===== src/rtl/am_align_if.sv =====
// am_align_if: lane lock/AM inputs and deskew control outputs of the alignment controller
interface am_align_if #(parameter int LANE_N = 4);
  logic [LANE_N-1:0] lock_v_i;
  logic [LANE_N-1:0] am_lite_v_i;
  logic [LANE_N-1:0] am_lite_lock_v_i;
  logic              deskew_v_i;
  logic              deskew_rst_o;
  logic              align_lock_o;
  logic [LANE_N-1:0] am_seen_o;
  logic              skew_err_o;
  logic [7:0]        lock_lost_cnt_o;
  modport master (
    output lock_v_i, am_lite_v_i, am_lite_lock_v_i, deskew_v_i,
    input  deskew_rst_o, align_lock_o, am_seen_o, skew_err_o, lock_lost_cnt_o
  );
  modport slave (
    input  lock_v_i, am_lite_v_i, am_lite_lock_v_i, deskew_v_i,
    output deskew_rst_o, align_lock_o, am_seen_o, skew_err_o, lock_lost_cnt_o
  );
endinterface


===== src/rtl/am_align_ctrl.sv =====
// am_align_ctrl: sequences multi-lane deskew from block lock through AM capture to alignment lock
module am_align_ctrl #(
  parameter int LANE_N           = 4,
  parameter int MAX_SKEW_BLOCK_N = 27,
  parameter int AM_PERIOD        = 16384,
  parameter int AM_BAD_N         = 4
) (
  input logic       clk,
  input logic       reset,
  am_align_if.slave bus
);
  localparam int WW = $clog2(MAX_SKEW_BLOCK_N + 1);
  localparam int PW = $clog2(AM_PERIOD);
  localparam int BW = $clog2(AM_BAD_N + 1);
  typedef enum logic [1:0] {WAIT_LOCK, WAIT_AM, CHECK, ALIGNED} state_t;
  state_t            state, state_n;
  logic [LANE_N-1:0] am_seen, seen_n;
  logic [WW-1:0]     win_cnt, win_n;
  logic [PW-1:0]     per_cnt, per_n;
  logic [BW-1:0]     bad_cnt, bad_n;
  logic [7:0]        lost_cnt, lost_n;
  logic              skew_err, err_n, deskew_rst, align_lock;
  logic              all_lock, am_lock, slot, loss;
  logic [LANE_N-1:0] seen_all;
  always_comb begin
    state_n  = state;
    seen_n   = am_seen;
    win_n    = win_cnt;
    per_n    = per_cnt;
    bad_n    = bad_cnt;
    lost_n   = lost_cnt;
    err_n    = 1'b0;
    all_lock = &bus.lock_v_i;
    am_lock  = &bus.am_lite_lock_v_i;
    seen_all = am_seen | bus.am_lite_v_i;
    slot     = per_cnt == '0;
    loss     = !all_lock || !am_lock || (bus.deskew_v_i && !slot) ||
               (slot && !bus.deskew_v_i && bad_cnt == BW'(AM_BAD_N - 1));
    case (state)
      WAIT_LOCK: state_n = all_lock ? WAIT_AM : WAIT_LOCK;
      WAIT_AM: begin
        seen_n = seen_all;
        win_n  = (am_seen == '0) ? '0 : win_cnt + WW'(1);
        if (!all_lock) state_n = WAIT_LOCK;
        else if (|(bus.am_lite_v_i & am_seen)) begin
          err_n   = 1'b1;
          state_n = WAIT_LOCK;
        end else if (&seen_all) state_n = CHECK;
        else if (|am_seen && win_cnt == WW'(MAX_SKEW_BLOCK_N - 1)) begin
          err_n   = 1'b1;
          state_n = WAIT_LOCK;
        end
      end
      CHECK: begin
        if (!all_lock) state_n = WAIT_LOCK;
        else if (bus.deskew_v_i && am_lock) begin
          state_n = ALIGNED;
          per_n   = '0;
          bad_n   = '0;
        end else begin
          err_n   = 1'b1;
          state_n = WAIT_LOCK;
        end
      end
      default: begin
        per_n = (per_cnt == PW'(AM_PERIOD - 1)) ? '0 : per_cnt + PW'(1);
        bad_n = !slot ? bad_cnt : bus.deskew_v_i ? '0 : bad_cnt + BW'(1);
        if (loss) begin
          state_n = WAIT_LOCK;
          lost_n  = (lost_cnt == 8'hff) ? lost_cnt : lost_cnt + 8'd1;
        end
      end
    endcase
    if (state_n == WAIT_LOCK) seen_n = '0;
  end
  always_ff @(posedge clk or posedge reset) begin
    if (reset) begin
      state      <= WAIT_LOCK;
      am_seen    <= '0;
      win_cnt    <= '0;
      per_cnt    <= '0;
      bad_cnt    <= '0;
      lost_cnt   <= '0;
      skew_err   <= 1'b0;
      deskew_rst <= 1'b1;
      align_lock <= 1'b0;
    end else begin
      state      <= state_n;
      am_seen    <= seen_n;
      win_cnt    <= win_n;
      per_cnt    <= per_n;
      bad_cnt    <= bad_n;
      lost_cnt   <= lost_n;
      skew_err   <= err_n;
      deskew_rst <= state_n == WAIT_LOCK;
      align_lock <= state_n == ALIGNED;
    end
  end
  assign bus.deskew_rst_o    = deskew_rst;
  assign bus.align_lock_o    = align_lock;
  assign bus.am_seen_o       = am_seen;
  assign bus.skew_err_o      = skew_err;
  assign bus.lock_lost_cnt_o = lost_cnt;
endmodule

===== src/flat_wrapper.sv =====
// flat-port wrapper written by rule: the top's interface ports become plain ports
module am_align_ctrl_flat 
#(
  parameter int LANE_N           = 4,
  parameter int MAX_SKEW_BLOCK_N = 27,
  parameter int AM_PERIOD        = 16384,
  parameter int AM_BAD_N         = 4
)
  (clk, reset, bus_lock_v_i, bus_am_lite_v_i, bus_am_lite_lock_v_i, bus_deskew_v_i, bus_deskew_rst_o, bus_align_lock_o, bus_am_seen_o, bus_skew_err_o, bus_lock_lost_cnt_o);
  am_align_if #(.LANE_N(LANE_N)) bus_i ();
  input logic clk;
  input logic reset;
  input wire logic [$bits(bus_i.lock_v_i)-1:0] bus_lock_v_i;
  input wire logic [$bits(bus_i.am_lite_v_i)-1:0] bus_am_lite_v_i;
  input wire logic [$bits(bus_i.am_lite_lock_v_i)-1:0] bus_am_lite_lock_v_i;
  input wire logic [$bits(bus_i.deskew_v_i)-1:0] bus_deskew_v_i;
  output wire logic [$bits(bus_i.deskew_rst_o)-1:0] bus_deskew_rst_o;
  output wire logic [$bits(bus_i.align_lock_o)-1:0] bus_align_lock_o;
  output wire logic [$bits(bus_i.am_seen_o)-1:0] bus_am_seen_o;
  output wire logic [$bits(bus_i.skew_err_o)-1:0] bus_skew_err_o;
  output wire logic [$bits(bus_i.lock_lost_cnt_o)-1:0] bus_lock_lost_cnt_o;
  assign bus_i.lock_v_i = bus_lock_v_i;
  assign bus_i.am_lite_v_i = bus_am_lite_v_i;
  assign bus_i.am_lite_lock_v_i = bus_am_lite_lock_v_i;
  assign bus_i.deskew_v_i = bus_deskew_v_i;
  assign bus_deskew_rst_o = bus_i.deskew_rst_o;
  assign bus_align_lock_o = bus_i.align_lock_o;
  assign bus_am_seen_o = bus_i.am_seen_o;
  assign bus_skew_err_o = bus_i.skew_err_o;
  assign bus_lock_lost_cnt_o = bus_i.lock_lost_cnt_o;
  am_align_ctrl #(.LANE_N(LANE_N), .MAX_SKEW_BLOCK_N(MAX_SKEW_BLOCK_N), .AM_PERIOD(AM_PERIOD), .AM_BAD_N(AM_BAD_N)) u_core (.clk(clk), .reset(reset), .bus(bus_i));
endmodule

===== config.mk =====
export PLATFORM = sky130hd
export DESIGN_NAME = am_align_ctrl_flat
export DESIGN_NICKNAME = d
export VERILOG_FILES = /design/src/rtl/am_align_if.sv /design/src/rtl/am_align_ctrl.sv /design/src/flat_wrapper.sv
export SDC_FILE = /design/constraint.sdc
export NUM_CORES = 1
export LEC_CHECK = 0
export ABC_AREA = 1
export CAP_MARGIN = 40
export CORE_ASPECT_RATIO = 0.7
export CORE_MARGIN = 10
export CORE_UTILIZATION = 55
export DETAILED_ROUTE_END_ITERATION = 8
export MAX_ROUTING_LAYER = met4
export PLACE_DENSITY = 0.89
export REMOVE_ABC_BUFFERS = 1
export SLEW_MARGIN = 10
export SYNTH_ARGS = -nofsm -noshare
export SYNTH_HDL_FRONTEND = slang
export SYNTH_SLANG_ARGS = --single-unit

===== constraint.sdc =====
create_clock -name clk -period 1.94 [get_ports clk]
set_input_delay 0.388 -clock clk [delete_from_list [all_inputs] [get_ports clk]]
set_output_delay 0.388 -clock clk [all_outputs]
set_load 0.005 [all_outputs]

==> summary.txt <==
Outcome: completed
Slew HR: 71.9%
Worst skew pair latency: 0.30 ns
Area growth from synthesis to final layout: 21.5%
RePlAce Congestion: 0.965
Power Density: 632 mW/mm²
Clock sinks: 39
Drt total wl: 5.90 mm
DR pass1 iterations: 7
R2R setup slack: 0.16 ns
CP max-delay cell: dfrtp_1
CP arrival: 1.99 ns
Grt total ovfl: 0
Period utilization: 91.8%
Measured slew at the worst slew-check pin: 0.420 ns
Total track usage: 16.8%
Fin. Hold Viols: 0
Io pins: 30
Ranking of synthesized cells by area: dfrtp_1 39%, nand2_1 11%, ha_1 6.2%
Filler cells: 354
Fin worst setup slack: 0.160 ns
Die ar.: 0.00752 mm²
Yosys reg bits: 39
Hold crit path type: input pin to asynchronous set/reset pin
Cell chain of the critical path: inv_1, ha_1, nand2_1, nor2_1, nand2_1, a21oi_4, nand2_2, nand2_4, nand2_1, o21ai_0
Peak supply drop: 0.392 mV
Skew final: 0.00632 ns
Post-synth EDFFs: 0
Main synth FF type: dfrtp_1
Routed vias: 2280
Kind of critical path: flip-flop to flip-flop
R2R depth: 10
Leak: 1.35 nW
Setup TNS: 0 ns
MaxCap Viol Count: 0
Routed Antenna Nets: 0
Cells after synthesis: 316
Place WS: -0.141 ns
Tmin final: 1.78 ns
DRC violations left: 0
Yosys cell types: 34
Die X-Extent: 99.4 µm
Worst r2r src: u_core.per_cnt[0]
Yosys top cell by area: dfrtp_1
CTS root buf: clkbuf_8
Required @ worst endpoint: 2.15 ns
Worst Path Max Fanout: 9
DRT iter0 DRCs: 188
Crit-path max cell delay: 0.43 ns
Top-area cell type share of the netlist area: 39.2%
Critical path's most frequent cell: nand2_1
Reg2reg end: u_core.bus.lock_lost_cnt_o[6]
Antenna cells: 0
Max Freq: 562 MHz
IO Port Bufs: 29
First-pass GRT wire length: 9.98 mm
Hpwl dp: 4.48 mm
CTS H-Tree Depth: 2
Max Root-Sink Buffers: 2
Clock Pin Slew Worst Setup and Hold Paths: 0.07 ns
Ys async rst share: 100%
Netlist Area Pre-Place: 0.00243 mm²
Setup violations, final: 0
Largest net degree at the start of global routing: 40
Final net count: 386
Yosys warns: 0
CP endpoint kind: flip-flop
Number of buffers created by CTS: 5
Share of the core filled with cells: 68.5%
Crit start category: flip-flop
CP startpoint: u_core.per_cnt[0]
WL/cell: 14.2 µm
Core ar.: 0.00430 mm²
CTS tree: done
Vias/cell: 5.49
Post-synthesis average cell area: 7.69 µm²
Row count: 20
CTS Hold Buffers Added: 0
Fin. max-slew vios: 0
Initial core utilization: 56.4%
Height of the die: 75.6 µm
Vias in the first global route: 2200
Share of cells above drive strength 1: 10.8%
Post-synthesis sequential area ratio: 40.2%
Initial antenna violation count: 0
[area by class of cell]
class | count | area [µm²] | share of cell area, %
sequential | 39 | 977 | 33.1
tap | 55 | 68.8 | 2.33
multi-input combinational | 237 | 1300 | 44.1
clock inverter | 1 | 5.00 | 0.170
timing repair buffer | 40 | 385 | 13.1
clock buffer | 7 | 76.3 | 2.59
inverter | 36 | 136 | 4.62
[cells in the final DEF, fill, tap and decap left out, drive strengths merged]
| cell type | instances |
|---|---|
| inv | 34 |
| or2 | 3 |
| o21a | 1 |
| nor3 | 7 |
| nor4 | 3 |
| nor3b | 1 |
| and2 | 1 |
| clkbuf | 7 |
| clkdlybuf4s50 | 29 |
| xor2 | 9 |
| a21oi | 11 |
| a31oi | 3 |
| nand3 | 26 |
| nand2 | 76 |
| clkinv | 3 |
| o21ai | 21 |
| dfstp | 1 |
| ha | 12 |
| nor2 | 43 |
| dfrtp | 38 |
| and3 | 1 |
| nand3b | 2 |
| buf | 11 |
| nand4 | 12 |
| xnor2 | 4 |
| o22ai | 1 |
[state kept, by name, indices dropped and copies added (netlist names)]
signal	flops
u_core.bad_cnt	3
u_core.bus.align_lock_o	1
u_core.bus.am_seen_o	4
u_core.bus.deskew_rst_o	1
u_core.bus.lock_lost_cnt_o	8
u_core.bus.skew_err_o	1
u_core.per_cnt	14
u_core.state	2
u_core.win_cnt	5
[per-stage QoR]
| stage | cells | cell area [µm²] | hold slack, ns | power (W) |
|---|---|---|---|---|
| floorplan | 312 | 2400 | 0.453 | 0.00120 |
| global placement | 407 | 2860 | 0.466 | 0.00132 |
| detailed placement | 407 | 2860 | 0.492 | 0.00133 |
| CTS | 415 | 2940 | 0.455 | 0.00186 |
| global route | 415 | 2950 | 0.483 | 0.00197 |
| finish | 415 | 2950 | 0.444 | 0.00187 |
[cells by family after synthesis]
kind of cell	Yosys count	synth area share, %
simple gates	175	33.6
compound gates	37	8.55
buf+inv	40	6.70
xor+xnor	13	4.69
flops	39	40.2
fa+ha+maj	12	6.18
[Yosys cell counts, types with 2 or more instances]
| library cell | n |
|---|---|
| nand4_1 | 12 |
| nand2_4 | 2 |
| ha_1 | 12 |
| nor4_1 | 3 |
| nor2_1 | 38 |
| dfrtp_1 | 38 |
| nand2_1 | 68 |
| or2_2 | 3 |
| nor3_2 | 2 |
| xnor2_1 | 4 |
| a21oi_1 | 10 |
| o21ai_0 | 19 |
| inv_1 | 34 |
| nand3b_1 | 2 |
| xor2_1 | 9 |
| nand2_2 | 6 |
| nand3_1 | 26 |
| nor2_2 | 4 |
| nor3_1 | 5 |
| buf_2 | 3 |
| a31oi_1 | 3 |
[layer usage]
layer / GRT usage (%) / vias up / wire (µm)
met4: 5.07 / 0 / 59
met5: - / - / 0
met3: 5.16 / 7 / 414
met2: 25.8 / 80 / 2730
met1: 21.0 / 1075 / 2700
li1: - / 1118 / -
[worst max-delay path: cells and delay by family (launching register included)]
family / cells / cell delay [ns]
AOI/OAI and AO/OA: 2 / 0.24
adders and majority gates: 1 / 0.20
buffers and inverters: 1 / 0.15
DFF: 1 / 0.43
and+or+nand+nor: 6 / 0.68
[what timing repair did]
| action | CTS | global route |
|---|---|---|
| resized for setup | 0 | 2 |
| endpoints found under the setup margin | 0 | 6 |
| setup buffers | 0 | 0 |
[how the worst max path moves through the flow]
stage,endpoint,slack [ns]
2_1_floorplan,u_core.per_cnt[3],0.30
3_3_place_gp,u_core.per_cnt[0],-0.06
3_5_place_dp,u_core.per_cnt[0],-0.14
4_1_cts,u_core.bus.am_seen_o[3],0.10
5_1_grt,u_core.bus.am_seen_o[3],-0.01
6_report,u_core.bus.lock_lost_cnt_o[6],0.16
[report_power, final]
| group | internal [W] | switching [W] | total [W] | leakage [nW] |
|---|---|---|---|---|
| clock | 0.000253 | 0.000287 | 0.000539 | 0.0422 |
| combinational | 0.000135 | 0.000222 | 0.000357 | 0.787 |
| sequential | 0.000881 | 0.0000875 | 0.000968 | 0.520 |
| total | 0.00127 | 0.000596 | 0.00187 | 1.35 |
Power figures use the tool's default switching activity.
